$ cat config.mk
export PLATFORM = sky130hd
export DESIGN_NAME = uart_rx_ctrl
export DESIGN_NICKNAME = d
export VERILOG_FILES = /design/src/rtl/uart_pkg.sv /design/src/rtl/uart_rx_sync_edge.sv /design/src/rtl/uart_rx_ctrl.sv
export SDC_FILE = /design/constraint.sdc
export NUM_CORES = 1
export LEC_CHECK = 0
export CAP_MARGIN = 20
export CORE_MARGIN = 10
export CORE_UTILIZATION = 23
export CTS_CLUSTER_SIZE = 20
export DETAILED_ROUTE_END_ITERATION = 6
export RECOVER_POWER = 50
export SETUP_SLACK_MARGIN = 0.05
export SLEW_MARGIN = 20
export SYNTH_ARGS = -nofsm -noshare
export SYNTH_HDL_FRONTEND = slang
export SYNTH_HIERARCHICAL = 1
export SYNTH_SLANG_ARGS = --single-unit
$ cat constraint.sdc
create_clock -name rx_clk -period 1.7 [get_ports rx_clk]
set_input_delay 0.425 -clock rx_clk [delete_from_list [all_inputs] [get_ports rx_clk]]
set_output_delay 0.425 -clock rx_clk [all_outputs]
set_load 0.01 [all_outputs]
$ cat src/rtl/uart_pkg.sv
// Constants and FSM encoding shared by the UART receive and transmit blocks.
package uart_pkg;

   localparam int UART_CLKS_PER_BIT = 16;
   localparam int UART_DATA_BITS    = 8;

   typedef enum logic [1:0] {
      IDLE  = 2'd0,
      START = 2'd1,
      DATA  = 2'd2,
      STOP  = 2'd3
   } uart_rx_state_e;

endpackage

$ cat src/rtl/uart_rx_sync_edge.sv
// Two-flop synchroniser for the asynchronous RX line plus a falling-edge detector.
module uart_rx_sync_edge (
   input  logic det_clk,
   input  logic det_rst_n,
   input  logic line_in,
   output logic line_sync,
   output logic line_fall
);

   logic meta_reg;
   logic sync_reg;
   logic prev_reg;

   // All flops reset high so a released reset never looks like a start edge.
   always_ff @(posedge det_clk or negedge det_rst_n) begin
      if (!det_rst_n) begin
         meta_reg <= 1'b1;
         sync_reg <= 1'b1;
         prev_reg <= 1'b1;
      end else begin
         meta_reg <= line_in;
         sync_reg <= meta_reg;
         prev_reg <= sync_reg;
      end
   end

   assign line_sync = sync_reg;
   assign line_fall = prev_reg & ~sync_reg;

endmodule

$ cat src/rtl/uart_rx_ctrl.sv
// UART receive controller: start detection, mid-bit sampling, LSB-first assembly,
// stop-bit check and a one-entry valid/ready output buffer with error flags.
module uart_rx_ctrl
   import uart_pkg::*;
#(
   parameter int CLKS_PER_BIT = UART_CLKS_PER_BIT,
   parameter int DATA_BITS    = UART_DATA_BITS
) (
   input  logic                 rx_clk,
   input  logic                 rx_rst_n,
   input  logic                 rx_in,
   output logic [DATA_BITS-1:0] rx_data,
   output logic                 rx_valid,
   input  logic                 rx_ready,
   output logic                 rx_frame_err,
   output logic                 rx_overrun,
   input  logic                 rx_ovr_clr,
   output logic                 rx_busy
);

   localparam int CNT_W = $clog2(CLKS_PER_BIT);
   localparam int IDX_W = $clog2(DATA_BITS);
   localparam logic [CNT_W-1:0] HALF_CNT = CNT_W'(CLKS_PER_BIT / 2 - 1);
   localparam logic [CNT_W-1:0] FULL_CNT = CNT_W'(CLKS_PER_BIT - 1);
   localparam logic [IDX_W-1:0] LAST_IDX = IDX_W'(DATA_BITS - 1);

   logic line_sync;
   logic line_fall;

   uart_rx_sync_edge u_sync_edge (
      .det_clk   (rx_clk),
      .det_rst_n (rx_rst_n),
      .line_in   (rx_in),
      .line_sync (line_sync),
      .line_fall (line_fall)
   );

   uart_rx_state_e       state_reg;
   logic [CNT_W-1:0]     cnt_reg;
   logic [IDX_W-1:0]     idx_reg;
   logic [DATA_BITS-1:0] shift_reg;
   logic                 stop_done_reg;

   always_ff @(posedge rx_clk or negedge rx_rst_n) begin
      if (!rx_rst_n) begin
         state_reg     <= IDLE;
         cnt_reg       <= '0;
         idx_reg       <= '0;
         shift_reg     <= '0;
         stop_done_reg <= 1'b0;
         rx_data       <= '0;
         rx_valid      <= 1'b0;
         rx_frame_err  <= 1'b0;
         rx_overrun    <= 1'b0;
         rx_busy       <= 1'b0;
      end else begin
         rx_frame_err <= 1'b0;
         if (rx_valid && rx_ready)
            rx_valid <= 1'b0;
         if (rx_ovr_clr)
            rx_overrun <= 1'b0;

         case (state_reg)
            IDLE: begin
               if (line_fall) begin
                  state_reg <= START;
                  cnt_reg   <= '0;
                  rx_busy   <= 1'b1;
               end
            end

            START: begin
               if (cnt_reg == HALF_CNT) begin
                  cnt_reg <= '0;
                  if (!line_sync) begin
                     state_reg <= DATA;
                     idx_reg   <= '0;
                  end else begin
                     state_reg <= IDLE;
                     rx_busy   <= 1'b0;
                  end
               end else begin
                  cnt_reg <= cnt_reg + CNT_W'(1);
               end
            end

            DATA: begin
               if (cnt_reg == FULL_CNT) begin
                  cnt_reg   <= '0;
                  shift_reg <= {line_sync, shift_reg[DATA_BITS-1:1]};
                  if (idx_reg == LAST_IDX)
                     state_reg <= STOP;
                  else
                     idx_reg <= idx_reg + IDX_W'(1);
               end else begin
                  cnt_reg <= cnt_reg + CNT_W'(1);
               end
            end

            STOP: begin
               // One extra cycle after the stop sample before start edges are watched again.
               if (stop_done_reg) begin
                  stop_done_reg <= 1'b0;
                  state_reg     <= IDLE;
                  cnt_reg       <= '0;
                  rx_busy       <= 1'b0;
               end else if (cnt_reg == FULL_CNT) begin
                  stop_done_reg <= 1'b1;
                  if (line_sync) begin
                     if (!rx_valid || rx_ready) begin
                        rx_data  <= shift_reg;
                        rx_valid <= 1'b1;
                     end else begin
                        rx_overrun <= 1'b1;
                     end
                  end else begin
                     rx_frame_err <= 1'b1;
                  end
               end else begin
                  cnt_reg <= cnt_reg + CNT_W'(1);
               end
            end

            default: state_reg <= IDLE;
         endcase
      end
   end

endmodule
; Word level (Yosys, flattened, before mapping)
; Index checks and enable logic that the tools add are counted.
; W data, S select, Z words.
[classes]
add_sub_neg = 2
n_eq_ne = 15
mux = 41
bitwise_logic = 3
n_reduce_logical = 12
[op_table]
columns = op, count
row1 = $mux W1, 22
row2 = $mux W4, 5
row3 = $reduce_and A5 Y1, 4
row4 = $pmux W4 S4, 1
row5 = $ne A2 B2 Y1 const B, 7
row6 = $mux W2, 6
row7 = $mux W3, 4
row8 = $pmux W2 S4, 1
row9 = $pmux W3 S2, 1
row10 = $add A4 B1 Y4 const B, 1
row11 = $eq A2 B2 Y1 const B, 2
row12 = $eq A4 B3 Y1 const B, 1
row13 = $eq A4 B4 Y1 const B, 1
row14 = $reduce_and A2 Y1, 2
row15 = $add A3 B1 Y3 const B, 1
row16 = $eq A3 B3 Y1 const B, 1
row17 = $ne A3 B3 Y1 const B, 1
row18 = $pmux W1 S3, 1
row19 = $reduce_bool A3 Y1, 1
row20 = $eq A2 B1 Y1 const B, 1
row21 = $logic_not A2 Y1, 1
row22 = $ne A2 B1 Y1 const B, 1
row23 = $not A1 Y1, 2
row24 = $reduce_bool A2 Y1, 1
row25 = 4 further kinds, 4
[totals]
register_bits = 33
out_inout_bits = 12
word_cells = 86

; Longest topological paths before layout
; Gate-level depths: netlist of the first run.
[logic_depth]
word_depth = 7
mapped_depth = 7

; Modules after synthesis
; Netlist of the first run, hierarchy kept.
[by_module_without_submodules]
columns = module, instances, cells_per_inst, area_per_inst_um2, seq_area_each_um2
row1 = uart_rx_ctrl, 1, 111, 1431.4, 750.7
row2 = uart_rx_sync_edge, 1, 4, 92.6, 78.8

; Worst setup path before layout of the first run
; No wires, ideal clock.
[synth_path]
kind = register to register
start = register state_reg[0]
end = register cnt_reg[1]
setup_ps = 120
t_arrival_ps = 1488
t_required_ps = 1580
path_slack_ps = 91
stages_incl_launch_ff = 7
n_path_buf = 1
period_less_slack_ps = 1609
path_cell_list = dfrtp_1 -> inv_1 -> ha_1 -> clkbuf_1 -> a221oi_1 -> nor2_1 -> a31o_2
[synth_via]
elab_chain_cells = 3
elab_cells_between_ends = 8
classes_between = 5 x eq/ne / 1 x mux / 2 x reduce/logical
[synth_rtl]
columns = item, line
row1 = start: declaration, uart_rx_ctrl.sv:38  ; uart_rx_state_e state_reg;
row2 = start signal: assignment, uart_rx_ctrl.sv:46  ; state_reg <= IDLE;
row3 = start signal: assignment, uart_rx_ctrl.sv:66  ; state_reg <= START;
row4 = start signal: assignment, uart_rx_ctrl.sv:76  ; state_reg <= DATA;
row5 = $eq A2 B2 Y1 or $logic_not A2 Y1 (tied branches), uart_rx_ctrl.sv:63  ; case (state_reg)
row6 = $ne A3 B3 Y1 (no line) or $ne A2 B2 Y1 (tied branches), --
row7 = $reduce_and A2 Y1 (no line), --
row8 = end signal: assignment, uart_rx_ctrl.sv:83  ; cnt_reg <= cnt_reg + CNT_W'(1);
row9 = end signal: assignment, uart_rx_ctrl.sv:96  ; cnt_reg <= cnt_reg + CNT_W'(1);
row10 = end signal: assignment, uart_rx_ctrl.sv:120  ; cnt_reg <= cnt_reg + CNT_W'(1);
row11 = end: declaration, uart_rx_ctrl.sv:39  ; logic [CNT_W-1:0] cnt_reg;
; Several ways; a longest one is shown, not always the timed one.
; A chain may end at the register's enable or synchronous reset.

==> results of run 1 <==
cell usage in the layout, fill, tap and decap left out, drive strengths merged, types with 4 or more instances in the layout:
| master | netlist | routed |
|---|---|---|
| dfrtp | 30 | 30 |
| buf | 0 | 14 |
| o21ai | 4 | 4 |
| dlymetal6s2s | 0 | 5 |
| nor2 | 4 | 4 |
| ha | 8 | 8 |
| nand2 | 5 | 5 |
| clkdlybuf4s50 | 0 | 8 |
| mux2 | 17 | 17 |
| clkbuf | 1 | 7 |
| a22o | 4 | 4 |
| inv | 6 | 6 |
| nor3 | 4 | 4 |
metrics by stage:
stage          hold WS (ns)   TNS [ns]  setup slack, ns  total power (W)  area, um^2
5_1_grt              0.3662  -0.004983        -0.004983         0.002533        2071
3_5_place_dp         0.3499    -0.3205         -0.05568         0.001587        1864
3_3_place_gp         0.3455    -0.2234         -0.04222         0.001595        1864
4_1_cts              0.3586          0          0.03161         0.002197        1967
6_report             0.3575          0          0.07688         0.002369        2071
2_1_floorplan        0.1294          0          0.09142         0.001339        1524
power groups by stage:
stage / logic [W] / registers [W] / clock network [W]
global route: 0.00101 / 0.000907 / 0.000620
CTS: 0.000721 / 0.000895 / 0.000582
global placement: 0.000686 / 0.000910 / 0
detailed placement: 0.000675 / 0.000912 / 0
finish: 0.000904 / 0.000899 / 0.000565
floorplan: 0.000430 / 0.000909 / 0
worst paths after layout:
| check | from | end | cells after the start |
|---|---|---|---|
| max in group asynchronous | rx_rst_n | rx_data[5] | 2 |
| min in group asynchronous | rx_rst_n | state_reg[0] | 2 |
| min | u_sync_edge/meta_reg | u_sync_edge/line_sync | 0 |
| min reg2reg | u_sync_edge/meta_reg | u_sync_edge/line_sync | 0 |
| max | register | cnt_reg[0] | 5 |
| max reg2reg | register | cnt_reg[0] | 5 |
area by class of cell:
| type | count | share of cell area, % |
|---|---|---|
| flip-flops and latches | 33 | 40.06 |
| multi-input cells | 75 | 36.43 |
| repair buffers | 31 | 13.78 |
| well taps | 77 | 4.653 |
| clock buffers | 6 | 3.505 |
| inverters | 6 | 1.088 |
| clock inverters | 2 | 0.4834 |
logic make-up after synthesis:
logic type | count (synthesis) | synth area share, %
AO/OA/AOI/OAI | 20 | 10.51
buffers and inverters | 7 | 1.724
adder cells (fa/ha/maj) | 8 | 6.568
AND/OR/NAND/NOR | 29 | 12.81
multiplexers | 18 | 13.96
flip-flops | 33 | 54.43
layer usage:
layer	vias up	global-route usage [%]	wire length, um
li1	488	-	-
met1	494	8.008	1431
met2	15	8.936	1315
met3	5	3.336	190
met4	0	2.251	46
met5	-	0	0
what timing repair did:
action                                  4_1_cts  5_1_grt
endpoints found under the setup margin        9       22
gates resized for setup                       5       24
pin swaps                                     0        8
setup buffers                                 1        4
worst register-to-register path, stage by stage (launching register included):
cell     delay, ns
dfrtp_1       0.42
ha_2          0.20
and2b_4       0.19
a21oi_4       0.18
or4b_4        0.49
o21ai_2       0.07
==> impl_metrics.py, run 1 <==
metrics = {
    "status": {
        "status": "finished clean",
    },
    "worst_setup_path": {
        "timing.critical_path.buf_inv": 0,
        "cpPeakStageDelay_ns": 0.49,
        "crit_fanout": 5,
        "path_class": "register to register",
        "r2r_slack_ns": 0.08,
        "critPathTopFamily": "simple AND/OR/NAND/NOR gates",
        "crit_slowest_cell": "or4b_4",
        "cp_cell_sequence": "ha_2, and2b_4, a21oi_4, or4b_4, o21ai_2",
        "startpoint_type": "register",
        "critPathArrivalTime_ns": 1.84,
        "required_ns": 1.91,
        "crit_path_end_kind": "register",
    },
    "global_routing": {
        "grt_pass1_wl_mm": 5.154,
        "antenna_found_initial": 0,
        "track_usage_pct": 6.328,
        "overflow": 0,
        "grt_pass1_vias": 1073,
        "grt_max_degree": 34,
    },
    "sta": {
        "worstMarginPinSlew_ns": 0.8050,
        "hold_viol": 0,
        "final.period_utilization_pct": 95.48,
        "drv_slew": 0,
        "rsz0062_at_grt": "true",
        "fmax_mhz": 616.1,
        "fin_crit_ns": 1.623,
        "setup_violations": 0,
        "skew_ns": 0.005216,
        "slew_headroom_pct": 46.33,
    },
    "clock_tree": {
        "clk_latency_ns": 0.29,
        "cts_hold_buffers": 0,
        "h-tree-depth": 2,
        "clk_pin_slew_ns": 0.07,
        "cts_buffers": 5,
        "clkSinkCount": 33,
        "clk_path_buf_depth": 2,
        "clockRootBuffer": "clkbuf_8",
        "cts_tree": "done",
    },
    "route": {
        "via_count": 1002,
        "drt-total-wl_mm": 2.984,
        "drc": 0,
        "wl_per_cell_um": 12.97,
        "drt_pre_antenna_iters": 4,
        "drtAntennaViolNets": 0,
        "avgViaCountPerCell": 4.357,
        "drtIter0Drc": 41,
    },
    "placed_design": {
        "dp_cells": 217,
        "gp_congestion": 0.7770,
        "numPortBuffers": 16,
        "hpwl_mm": 2.018,
    },
    "yosys": {
        "synth_edf_count": 0,
        "yosysSeqAreaShare_pct": 54.43,
        "synth.top_cell.area_share_pct": 49.26,
        "synth_most_common_cell": "dfrtp_1",
        "synth_top_area_cell": "dfrtp_1",
        "synth_commonest_cells": "dfrtp_1 (30), mux2_2 (14), ha_1 (8)",
        "yosysUniqueCellTypes": 40,
        "synthTopCellsByArea": "dfrtp_1 (49%), mux2_2 (10%), ha_1 (6.6%)",
        "postSynthAreaPerCell_um2": 13.25,
        "yosysWarnings": 6,
        "ys.flop_type": "dfrtp_1",
        "synth_area_um2": 1524,
        "synth_nets": 128,
        "async_flop_share_pct": 100.0,
        "syn_inst": 115,
        "ys_ff_latch": 33,
    },
    "cells_and_area": {
        "multiInputGateArea_um2": 754.5,
        "nNetsFinal": 165,
        "stdcell_count": 230,
        "diodes": 0,
        "regArea_um2": 829.5,
        "area_growth_pct": 35.88,
        "utilization_pct": 32.43,
        "fillCellCount": 631,
        "drive_above_1_share_pct": 43.14,
    },
    "power_and_ir_drop": {
        "internal_power_w": 0.001597,
        "comb_power_share_pct": 38.2,
        "power_density_nw_per_um2": 1144,
        "clock_power_share_pct": 23.9,
        "p_leak_nw": 1.047,
        "peakVddDrop_mv": 0.3495,
        "seq_power_share_pct": 38.0,
        "switchingPower_w": 0.0007719,
        "netSwitchingFraction_pct": 32.58,
    },
    "floorplanning": {
        "core_area_um2": 6386,
        "die_x_um": 101.4,
        "num_rows": 29,
        "die_h_um": 101.4,
        "start_util_pct": 23.86,
        "die_area_um2": 10280,
        "pin_count": 17,
    },
    "job": {
        "max_cap_viol_count": 0,
    },
    "hold_path": {
        "min_path_type": "register to register",
    },
}
No activity file was read; power rests on OpenSTA's default activity.
==> inputs of run 2 (changes only) <==
- PLACE_DENSITY: default -> 0.45
==> run 2 against run 1 <==
  * Count of clock-buffer cells in the layout fell by 1
  * First-iteration DRC count up 9.8%
  * Combinational power shrank 3.2%
  * Flip-flop and latch count unchanged
  * Clock skew up 0.0044 ns
  * Setup slack better by 0.0062 ns
  * Register-to-register slack about the same
  * Core utilization fell by 0.098 points
  * Largest power group is now registers
==> impl_metrics.py, run 2 (same netlist as run 1, synthesis figures left out) <==
metrics = {
    "power_and_ir_drop": {
        "seq_power_share_pct": 38.4,
        "netSwitchingFraction_pct": 33.06,
        "comb_power_share_pct": 37.1,
        "internal_power_w": 0.001579,
        "power_density_nw_per_um2": 1143,
        "clock_power_share_pct": 24.5,
        "peakVddDrop_mv": 0.4271,
        "switchingPower_w": 0.0007800,
        "p_leak_nw": 1.078,
    },
    "clock_tree": {
        "clk_pin_slew_ns": 0.08,
        "clkSinkCount": 33,
        "clockRootBuffer": "clkbuf_8",
        "cts_buffers": 5,
        "clk_path_buf_depth": 2,
        "clk_latency_ns": 0.28,
        "h-tree-depth": 2,
        "cts_tree": "done",
    },
    "status": {
        "status": "finished clean",
    },
    "route": {
        "drt-total-wl_mm": 3.087,
        "drtIter0Drc": 45,
        "drtAntennaViolNets": 0,
        "drt_pre_antenna_iters": 4,
        "avgViaCountPerCell": 4.413,
        "wl_per_cell_um": 13.42,
        "drc": 0,
        "via_count": 1015,
    },
    "placed_design": {
        "gp_congestion": 0.7699,
        "hpwl_mm": 2.186,
        "numPortBuffers": 16,
    },
    "sta": {
        "fmax_mhz": 618.4,
        "hold_viol": 0,
        "rsz0062_at_grt": "true",
        "drv_slew": 0,
        "hold_ws_ns": 0.3649,
        "final.period_utilization_pct": 95.12,
        "setup_violations": 0,
        "setup_tns_ns": 0,
        "worstMarginPinSlew_ns": 0.8130,
        "fin_crit_ns": 1.617,
        "skew_ns": 0.009595,
        "slew_headroom_pct": 45.80,
    },
    "floorplanning": {
        "die_x_um": 101.4,
        "num_rows": 29,
        "core_area_um2": 6386,
        "pin_count": 17,
        "die_area_um2": 10280,
        "start_util_pct": 23.86,
        "die_h_um": 101.4,
    },
    "global_routing": {
        "grt_use_met3_pct": 1.770,
        "track_usage_pct": 6.401,
        "grt-busiest-layer": "met2",
        "use_met1_pct": 7.054,
        "grt_pass1_wl_mm": 5.195,
        "grt_max_degree": 34,
        "overflow": 0,
        "antenna_found_initial": 0,
        "grt_pass1_vias": 1064,
        "gr-usage-met2_pct": 10.60,
    },
    "worst_setup_path": {
        "path_class": "register to register",
        "critPathArrivalTime_ns": 1.83,
        "required_ns": 1.91,
        "crit_path_end_kind": "register",
        "startpoint_type": "register",
        "crit_start": "state_reg[0]",
        "crit_fanout": 6,
        "regToRegStartpoint": "state_reg[0]",
    },
    "hold_path": {
        "min_path_type": "register to register",
        "hp-start": "u_sync_edge/meta_reg",
    },
    "cells_and_area": {
        "nNetsFinal": 165,
        "fillCellCount": 626,
        "area_growth_pct": 35.47,
        "drive_above_1_share_pct": 45.10,
        "diodes": 0,
        "mostFrequentLayoutCells": "dfrtp_1 (30), buf_4 (14), mux2_2 (13)",
        "final_common_cell": "dfrtp_1",
    },
    "job": {
        "max_cap_viol_count": 0,
    },
}
==> run 2: cell types whose count changed in the layout (fill, tap and decap cells not counted), moves of 2 or more <==
cell	previous run	this run
clkdlybuf4s50_1	8	6
mux2_4	7	4
mux2_2	10	13
nor3_1	2	0
dlymetal6s2s_1	5	7
nor3_2	2	4
==> run 2: final timing paths <==
path,to,slack (ns),cells after the start
max,cnt_reg[0],0.08,5
min,u_sync_edge/line_sync,0.36,0
max reg2reg,cnt_reg[0],0.08,5
min reg2reg,u_sync_edge/line_sync,0.36,0
max in group asynchronous,rx_data[6],0.43,2
min in group asynchronous,cnt_reg[3],0.76,2
==> run 2: layout make-up <==
type	count	area [um^2]	area share, %
Timing Repair Buffer	31	286.5	13.88
Sequential cell	33	829.5	40.18
Multi-Input combinational cell	75	743.2	36.00
Tap cell	77	96.34	4.667
Inverter	6	22.52	1.091
Clock inverter	3	17.52	0.8485
Clock buffer	5	68.82	3.333
==> run 2: per-stage QoR <==
stage | instance area (um^2) | util [%] | cells | power [W] | setup slack (ns)
final | 2064 | 32.33 | 230 | 0.002359 | 0.08304
after global routing | 2064 | 32.33 | 230 | 0.002528 | 0.01786
after CTS | 1983 | 31.05 | 226 | 0.002252 | 0.05997
after detailed placement | 1872 | 29.31 | 218 | 0.001627 | -0.04491
after global placement | 1872 | 29.31 | 218 | 0.001605 | -0.03033
after floorplan | 1524 | - | 115 | 0.001339 | 0.09142
==> run 2: timing repair <==
item / 4_1_cts / 5_1_grt
resized for setup: 10 / 18
hold buffers: 0 / 0
pin swaps: 1 / 4
buffers inserted: 0 / 4
setup endpoints to repair: 8 / 32
==> run 2: per-layer routing <==
layer | vias up | share of wire, %
met5 | - | 0
met4 | 0 | 2.3
met3 | 4 | 3.5
met2 | 16 | 51
met1 | 508 | 43
li1 | 487 | -
==> run 2: worst max-delay path: stages (launching register included) <==
cell,delay (ns)
dfrtp_1,0.43
ha_2,0.20
and2b_4,0.19
a21oi_4,0.18
or4b_4,0.48
o21ai_2,0.07
==> run 2: power by group through the flow <==
stage          clock network (W)  registers [W]  logic, W
3_3_place_gp                   0       0.000906  0.000699
5_1_grt                 0.000643       0.000916  0.000970
2_1_floorplan                  0       0.000909  0.000430
6_report                0.000578       0.000906  0.000875
3_5_place_dp                   0       0.000910  0.000718
4_1_cts                 0.000599       0.000901  0.000751
